==> src/rtl/cnt_wrap_monitor.sv <==
// cnt_wrap_monitor
//
// Samples a narrow modular count from an upstream accumulator and rebuilds
// a wide monotonic count from it. Each wrap-around of the narrow count
// queues the upper bits of the rebuilt count in a small FIFO. The FIFO is
// drained through a valid/ready handshake.
//
// Ports
//   clock       in   sole clock; all state updates on the rising edge
//   reset       in   synchronous, active-high; dominates every other input
//   en          in   sample strobe; cnt is consumed only when en=1
//   cnt         in   WIDTH-bit modular count from the upstream counter
//   ext_cnt     out  WIDTH+EXT-bit reconstructed count (registered)
//   primed      out  high once the first sample after reset has been taken
//   wrap_valid  out  FIFO head valid
//   wrap_ready  in   consumer accepts the head when valid and ready are high
//   wrap_data   out  upper EXT bits of ext_cnt captured at the wrap
//   level       out  FIFO occupancy
//   overflow    out  sticky; a wrap event was dropped because the FIFO was full
module cnt_wrap_monitor #(
    parameter int WIDTH = 4,
    parameter int EXT   = 12,
    parameter int DEPTH = 4
) (
    input  logic                     clock,
    input  logic                     reset,
    input  logic                     en,
    input  logic [WIDTH-1:0]         cnt,
    output logic [WIDTH+EXT-1:0]     ext_cnt,
    output logic                     primed,
    output logic                     wrap_valid,
    input  logic                     wrap_ready,
    output logic [EXT-1:0]           wrap_data,
    output logic [$clog2(DEPTH):0]   level,
    output logic                     overflow
);

    localparam int PTR_W = $clog2(DEPTH);
    localparam int LVL_W = PTR_W + 1;
    localparam int TOT_W = WIDTH + EXT;

    typedef enum logic {UNPRIMED, RUN} state_e;

    // Forward distance between two samples of the modular count.
    function automatic logic [WIDTH-1:0] mod_diff(input logic [WIDTH-1:0] cur,
                                                  input logic [WIDTH-1:0] prv);
        return cur - prv;
    endfunction

    state_e               state_q, state_d;
    logic [WIDTH-1:0]     prev_q, prev_d;
    logic [TOT_W-1:0]     ext_q, ext_d;
    logic [EXT-1:0]       mem_q [DEPTH];
    logic [PTR_W-1:0]     wr_ptr_q, wr_ptr_d;
    logic [PTR_W-1:0]     rd_ptr_q, rd_ptr_d;
    logic [LVL_W-1:0]     level_q, level_d;
    logic                 overflow_q, overflow_d;
    logic                 valid_q, valid_d;
    logic [EXT-1:0]       data_q, data_d;

    logic                 wrap_evt;
    logic                 full;
    logic                 pop;
    logic                 push;

    // Sample stage: FSM, wide-count reconstruction and wrap detection.
    always_comb begin
        state_d  = state_q;
        prev_d   = prev_q;
        ext_d    = ext_q;
        wrap_evt = 1'b0;
        case (state_q)
            UNPRIMED: begin
                if (en) begin
                    prev_d  = cnt;
                    ext_d   = {{EXT{1'b0}}, cnt};
                    state_d = RUN;
                end
            end
            RUN: begin
                if (en) begin
                    ext_d    = ext_q + {{EXT{1'b0}}, mod_diff(cnt, prev_q)};
                    prev_d   = cnt;
                    wrap_evt = (cnt < prev_q);
                end
            end
            default: state_d = UNPRIMED;
        endcase
    end

    // FIFO stage. The visible head is a registered copy of the memory head;
    // it is computed from the occupancy before this edge's push, which is
    // what delays a push into an empty FIFO by one cycle.
    always_comb begin
        pop        = valid_q & wrap_ready;
        full       = (level_q == LVL_W'(DEPTH));
        // A full FIFO still accepts a push when the head leaves on the same edge.
        push       = wrap_evt & (~full | pop);
        overflow_d = overflow_q | (wrap_evt & full & ~pop);
        wr_ptr_d   = wr_ptr_q + PTR_W'(push);
        rd_ptr_d   = rd_ptr_q + PTR_W'(pop);
        level_d    = level_q + LVL_W'(push) - LVL_W'(pop);
        valid_d    = ((level_q - LVL_W'(pop)) != '0);
        data_d     = valid_d ? mem_q[rd_ptr_d] : data_q;
    end

    always_ff @(posedge clock) begin
        if (reset) begin
            state_q    <= UNPRIMED;
            prev_q     <= '0;
            ext_q      <= '0;
            wr_ptr_q   <= '0;
            rd_ptr_q   <= '0;
            level_q    <= '0;
            overflow_q <= 1'b0;
            valid_q    <= 1'b0;
            data_q     <= '0;
        end else begin
            state_q    <= state_d;
            prev_q     <= prev_d;
            ext_q      <= ext_d;
            wr_ptr_q   <= wr_ptr_d;
            rd_ptr_q   <= rd_ptr_d;
            level_q    <= level_d;
            overflow_q <= overflow_d;
            valid_q    <= valid_d;
            data_q     <= data_d;
        end
    end

    // Storage is not reset; occupancy and pointers define what is live.
    always_ff @(posedge clock) begin
        if (!reset && push) begin
            mem_q[wr_ptr_q] <= ext_d[TOT_W-1:WIDTH];
        end
    end

    assign ext_cnt    = ext_q;
    assign primed     = (state_q == RUN);
    assign wrap_valid = valid_q;
    assign wrap_data  = data_q;
    assign level      = level_q;
    assign overflow   = overflow_q;

endmodule

==> config.mk <==
export PLATFORM = sky130hd
export DESIGN_NAME = cnt_wrap_monitor
export DESIGN_NICKNAME = d
export VERILOG_FILES = /design/src/rtl/cnt_wrap_monitor.sv
export SDC_FILE = /design/constraint.sdc
export NUM_CORES = 1
export LEC_CHECK = 0
export ABC_AREA = 1
export ABC_CLOCK_PERIOD_IN_PS = 6600
export BUFFER_PORTS_ARGS = -buffer_cell sky130_fd_sc_hd__buf_4
export CAP_MARGIN = 10
export CORE_UTILIZATION = 30
export CTS_CLUSTER_SIZE = 30
export DETAILED_ROUTE_END_ITERATION = 16
export PLACE_DENSITY = 0.58
export SLEW_MARGIN = 10
export SYNTH_ARGS = -nofsm -noshare
export SYNTH_HDL_FRONTEND = slang
export SYNTH_SLANG_ARGS = --single-unit
==> constraint.sdc <==
create_clock -name clock -period 6.6 [get_ports clock]
set_input_delay 0.33 -clock clock [delete_from_list [all_inputs] [get_ports clock]]
set_output_delay 0.33 -clock clock [all_outputs]
set_load 0.005 [all_outputs]
==> metrics.txt, run 1 <==
Finished Cell Area 0.00486 sq mm; Antenna Nets Post-Route 0; power per cell area 306 mW/mm^2; first-pass GRT wire length 15000 microns; Synth warnings 0; largest net degree at the start of global routing 28; register area share after synthesis 0.546; CTS Buffer Depth 2; syn_nets 482; clock transition at the registers of the reported paths 0.06 ns; TritonCTS Sinks 90; core area 0.0134 sq mm; startpoint type of the worst setup path register; detailed-route via count 3096; vias in the first global route 2991; Final Power 0.00149 W; switching share of power 0.291; reg2reg start prev_q[0]; Worst EP arrival 2.80 ns; Gate power share 0.226; routed vias/inst 4.59; DP Area 0.00457 sq mm; H-tree depth 3; FF+latch area 0.00228 sq mm; fin. max-slew vios 0; Filler cells 1383; WL final 9010 microns; initial antenna violation count 0; Rel. slew slack 0.350; top cell type's share of synthesized area 0.345; clk_skew 0.00709 ns; reg2reg end level[2]; number of max-cap violations 0; Starting Density 0.312; leak pwr 2.04 nW; Reg2Reg Setup Slack 4.06 ns; most common cell after layout, fill and taps aside nand2_1; most frequent cells in the layout nand2_1 (90), nand3_1 (79), inv_1 (61), edfxtp_1 (48), buf_4 (45); GR Util All Layers 0.135; worst hold path type primary input to register; postcts setup bufs 0; routability cong. 0.813; status finished, final reports clean; Pre-antenna DRT Iters 4; share of post-route cells with drive strength above 1 0.133; Die Wd 120 microns; unrepaired setup endpoints after global routing false; multi-input logic area 0.00150 sq mm; DP Wirelength 6310 microns; port bufs 41; Area contributors post-synth edfxtp_1 (34%), dfxtp_1 (20%), nand3_1 (9.5%); Die H 120 microns; VDD IR-drop max 0.000116 V; crit end category register; TNS Setup 0 ns; DRT iter0 DRCs 159; Num CTS Buffers 9; Synth area leader edfxtp_1; setup violators final 0; Synth Cell Area 0.00418 sq mm; Psw 0.000433 W; Layout Nets 519; Die ar. 0.0144 sq mm; post-synthesis cell count 457; Netlist cell types 32; CTS tree built; Required @ worst endpoint 6.86 ns; Setup CP Type register to register; CTS Hold Buffers Added 0; fmax 0.394 GHz; Tightest Pin Transition 0.975 ns; WL per Instance 13.4 microns; clk_lat worst skew 0.33 ns; Critical Path End level[2]; fin util 0.362; Internal Pwr Total 0.00105 W; Resize count post-CTS 0; min cycle time layout 2.54 ns; Antenna diodes 0; Site Rows 42; Final period util 0.384; Seq cells post-synth 90; Mean Syn Cell Area 9.15 sq um; DRC Markers 0; I/O pin total 42; Final Hold Fails 0; Area growth, synth to finish 16.1%; GRT Residual Overflow 0; Worst Path Max Fanout 2; clock network fraction of total power 0.323; reg2reg path depth 17; root buffer cell clkbuf_16; CP Launch Point prev_q[0]; register share of total power 0.451
## metrics by stage
stage               std cells  setup WS [ns]  hold slack (ns)
floorplan                 457           3.92            0.437
global placement          659           3.90            0.450
detailed placement        659           3.85            0.453
CTS                       674           4.04            0.282
global route              674           3.85            0.305
finish                    674           4.06            0.291
## logic make-up (layout without fill, tap and decap cells)
kind of cell / count (synthesis) / count (layout) / share of synthesized area
simple gates: 226 / 226 / 0.243
buf+inv: 82 / 123 / 0.0960
compound gates: 35 / 35 / 0.0446
fa+ha+maj: 17 / 17 / 0.0563
flops: 90 / 90 / 0.546
xor+xnor: 7 / 7 / 0.0147
## worst min-delay path by stage
stage	from	endpoint	slack (ns)	cells past startpoint
2_1_floorplan	prev_q[2]	prev_q[2]	0.44	2
3_3_place_gp	prev_q[3]	prev_q[3]	0.45	2
3_5_place_dp	wrap_data[6]	wrap_data[6]	0.45	2
4_1_cts	cnt[0]	ext_cnt[0]	0.28	3
5_1_grt	cnt[0]	prev_q[0]	0.31	3
6_report	cnt[0]	ext_cnt[0]	0.29	3
## final cells by class
class / instances / area share
Clock inverter: 3 / 0.00515
Sequential cell: 90 / 0.470
Clock buffer: 12 / 0.0528
Inverter: 63 / 0.0487
Multi-Input combinational cell: 285 / 0.308
Timing Repair Buffer: 45 / 0.0696
Tap cell: 176 / 0.0453
## synth_stat cells
cell	number
ha_1	14
buf_2	5
o21ai_0	7
nand3_1	79
nor3_1	7
a31oi_1	2
or2_1	1
nand2_8	1
inv_1	61
a221oi_1	1
and3_1	1
nand3_2	1
buf_6	5
nand2_1	90
o21bai_1	1
edfxtp_1	48
o21ai_1	8
a211oi_1	1
fa_1	3
nand3b_1	1
nand2_2	3
buf_4	2
buf_12	2
xnor2_1	4
nand4_1	8
dfxtp_1	42
xor2_1	3
clkbuf_8	1
a21oi_1	15
clkbuf_1	4
nor2_1	34
inv_2	2
## sequential cells by signal, indices dropped and copies added (netlist names)
signal and flops:
wrap_data 12, prev_q 4, rd_ptr_q 2, level 3
ext_cnt 16, wr_ptr_q 2, primed 1, mem_q 48
wrap_valid 1, overflow 1
## layer usage
metal	vias to the layer above	global-route usage	share of wire
met5	-	0	0
met1	1441	0.168	0.45
met4	0	0.0586	0.0073
met3	5	0.0219	0.050
li1	1583	-	-
met2	67	0.231	0.49
## critical path, stage by stage (launching register included)
cell     delay [ns]
dfxtp_1        0.33
ha_1           0.14
inv_1          0.06
fa_1           0.39
nand2_1        0.08
nand2_1        0.05
nand2_1        0.06
nand3_1        0.09
inv_1          0.06
nand2_1        0.07
ha_1           0.27
inv_1          0.05
ha_1           0.13
inv_1          0.05
fa_1           0.36
inv_1          0.08
o21ai_0        0.09
a21oi_1        0.12
## power by group through the flow
| stage | clock [W] | combinational (W) | sequential [W] |
|---|---|---|---|
| 6_report | 0.000480 | 0.000335 | 0.000671 |
| 5_1_grt | 0.000515 | 0.000388 | 0.000679 |
| 4_1_cts | 0.000496 | 0.000346 | 0.000673 |
| 3_5_place_dp | 0 | 0.000345 | 0.000685 |
| 3_3_place_gp | 0 | 0.000336 | 0.000684 |
| 2_1_floorplan | 0 | 0.000226 | 0.000683 |
Power figures use the tool's default switching activity.
==> run 2, diff against run 1 <==
Settings changed: ABC_CLOCK_PERIOD_IN_PS 6600 to 2100, PLACE_DENSITY 0.58 to 0.6.
Clock period 6.6 ns to 2.1 ns, I/O delays scaled along.
==> run 2 against run 1 <==
Compared with the run above:
- the run now ends with negative setup slack left
- register-to-register slack got worse by 4.4 ns
- sequential power increased to 3.2 times the previous value
- power increased to 3.4 times the previous value
- global-route usage increased by 1.7 points
- cell count increased by 5.5%
- hold slack got worse by 0.23 ns
- worst setup slack got worse by 4.4 ns
- critical path type unchanged
- largest power group unchanged
==> metrics.txt, run 2 (synthesis gave the netlist of run 1 again) <==
VDD IR-drop max 0.000462 V; Critical-path top delay cell fa_2; CTS tree built; Worst Hold Path EP ext_cnt[0]; DRT iter0 DRCs 169; share of post-route cells with drive strength above 1 0.325; Area growth, synth to finish 32.8%; Rel. slew slack 0.634; Crit path largest cell delay 0.40 ns; min cycle time layout 2.43 ns; Reg2Reg Setup Slack -0.33 ns; Gate power share 0.251; hold slack 0.0649 ns; worst hold path depth 3; switching share of power 0.302; Tightest Pin Transition 0.547 ns; dpl ws -0.385 ns; startpoint type of the worst setup path register; unrepaired setup endpoints after global routing true; Die H 120 microns; GRT Residual Overflow 0; Final Hold Fails 0; most common cell after layout, fill and taps aside buf_4; Layout Nets 555; detailed-route via count 3350; H-tree depth 3; Starting Density 0.312; Die ar. 0.0144 sq mm; crit-path most repeated cell nand2_1; CTS Buffer Depth 2; WL final 10300 microns; initial antenna violation count 0; status complete, but fails checks; GR Util All Layers 0.152; CP Cell Sequence ha_4, inv_2, fa_2, nand2_1, nand2_1, nand2_1, nand3_2, inv_2, nand2_2, buf_4, buf_6, inv_4, nand2_4, buf_6, nor3_4, buf_12; leak pwr 2.28 nW; fmax 0.412 GHz; Internal Pwr Total 0.00354 W; routability cong. 0.869; first-pass GRT wire length 16900 microns; clock transition at the registers of the reported paths 0.06 ns; I/O pin total 42; Die Wd 120 microns; Num CTS Buffers 9; Filler cells 1275; Worst EP arrival 2.49 ns; routed vias/inst 4.71; cell family with most CP delay buffers and inverters; final worst slack -0.329 ns; setup violators final 112; clk_lat worst skew 0.35 ns; crit end category register; Worst Path Max Fanout 12; Required @ worst endpoint 2.16 ns; failing checks negative setup slack; core area 0.0134 sq mm; reg2reg path depth 16; Most flops, register mem_q; max FFs per register 48; register share of total power 0.418; largest net degree at the start of global routing 28; fin. max-slew vios 0; Site Rows 42; placed cell count 682; clk_skew 0.00882 ns; port bufs 41; Antenna diodes 0; HP Start cnt[0]; most frequent cells in the layout buf_4 (71), nand2_1 (69), nand3_1 (66), inv_1 (49), edfxtp_1 (48); Psw 0.00153 W; power per cell area 912 mW/mm^2; DRC Markers 0; vias in the first global route 3458; Antenna Nets Post-Route 0; reg2reg end mem_q[3][7]; clock network fraction of total power 0.331; Final Power 0.00506 W; root buffer cell clkbuf_16; reg2reg start prev_q[0]; Pre-antenna DRT Iters 5; Setup CP Type register to register; Buf/Inv on CP 7; DP Wirelength 6800 microns; Final period util 1.16; filler-free cell count of the finished design 711; number of max-cap violations 0; WL per Instance 14.5 microns; worst hold path type primary input to register; TritonCTS Sinks 90
-- run 2: changes by cell type in the layout (fill, tap and decap cells not counted), sizes merged --
cell      delta
buf         +35
clkbuf       -2
bufinv       +1
clkinvlp     +1
inv          +1
nand3        +1
-- run 2: area by class of cell --
class,count,area (sq um),area share
inverter,63,241,0.0435
clock buffer,10,239,0.0430
multi-input combinational,286,1840,0.330
timing repair buffer,80,661,0.119
sequential,90,2280,0.411
tap,176,220,0.0396
clock inverter,6,73.8,0.0133
-- run 2: power by group through the flow --
stage	clock network, W	registers, W	logic (W)
4_1_cts	0.00171	0.00212	0.00124
5_1_grt	0.00178	0.00214	0.00143
2_1_floorplan	0	0.00215	0.000720
6_report	0.00168	0.00212	0.00127
3_5_place_dp	0	0.00216	0.00118
3_3_place_gp	0	0.00215	0.00115
-- run 2: routing by layer --
metal,part of all wire,GRT usage,vias up
met5,0,0,-
met1,0.43,0.180,1575
li1,-,-,1662
met2,0.49,0.257,95
met4,0.024,0.0750,0
met3,0.053,0.0371,18
-- run 2: timing repair --
action | 4_1_cts | 5_1_grt
pin swaps | 15 | 13
hold buffers | 0 | 0
setup endpoints to repair | 110 | 114
setup buffers | 13 | 1
resized for setup | 49 | 19
cloned | 2 | 0
-- run 2: worst max path at each step --
stage	start	end	slack, ns	cells after the start
4_1_cts	prev_q[0]	level[1]	-0.30	15
3_3_place_gp	cnt[0]	mem_q[1][11]	-0.31	13
6_report	prev_q[0]	mem_q[3][7]	-0.33	16
3_5_place_dp	prev_q[2]	mem_q[1][11]	-0.39	12
2_1_floorplan	prev_q[0]	level[2]	-0.15	17
5_1_grt	prev_q[0]	level[2]	-0.43	17
-- run 2: through the flow --
step                 util  setup TNS (ns)  area (sq um)
finish              0.414          -30.21          5550
detailed placement  0.366          -24.54          4900
floorplan               -           -3.31          4290
global route        0.414          -41.82          5550
global placement    0.366          -19.37          4900
CTS                 0.411          -22.65          5510
-- run 2: tightest hold or removal path, stage by stage --
cell and delay, ns:
buf_4 0.11, nand2_1 0.06, a31oi_1 0.07
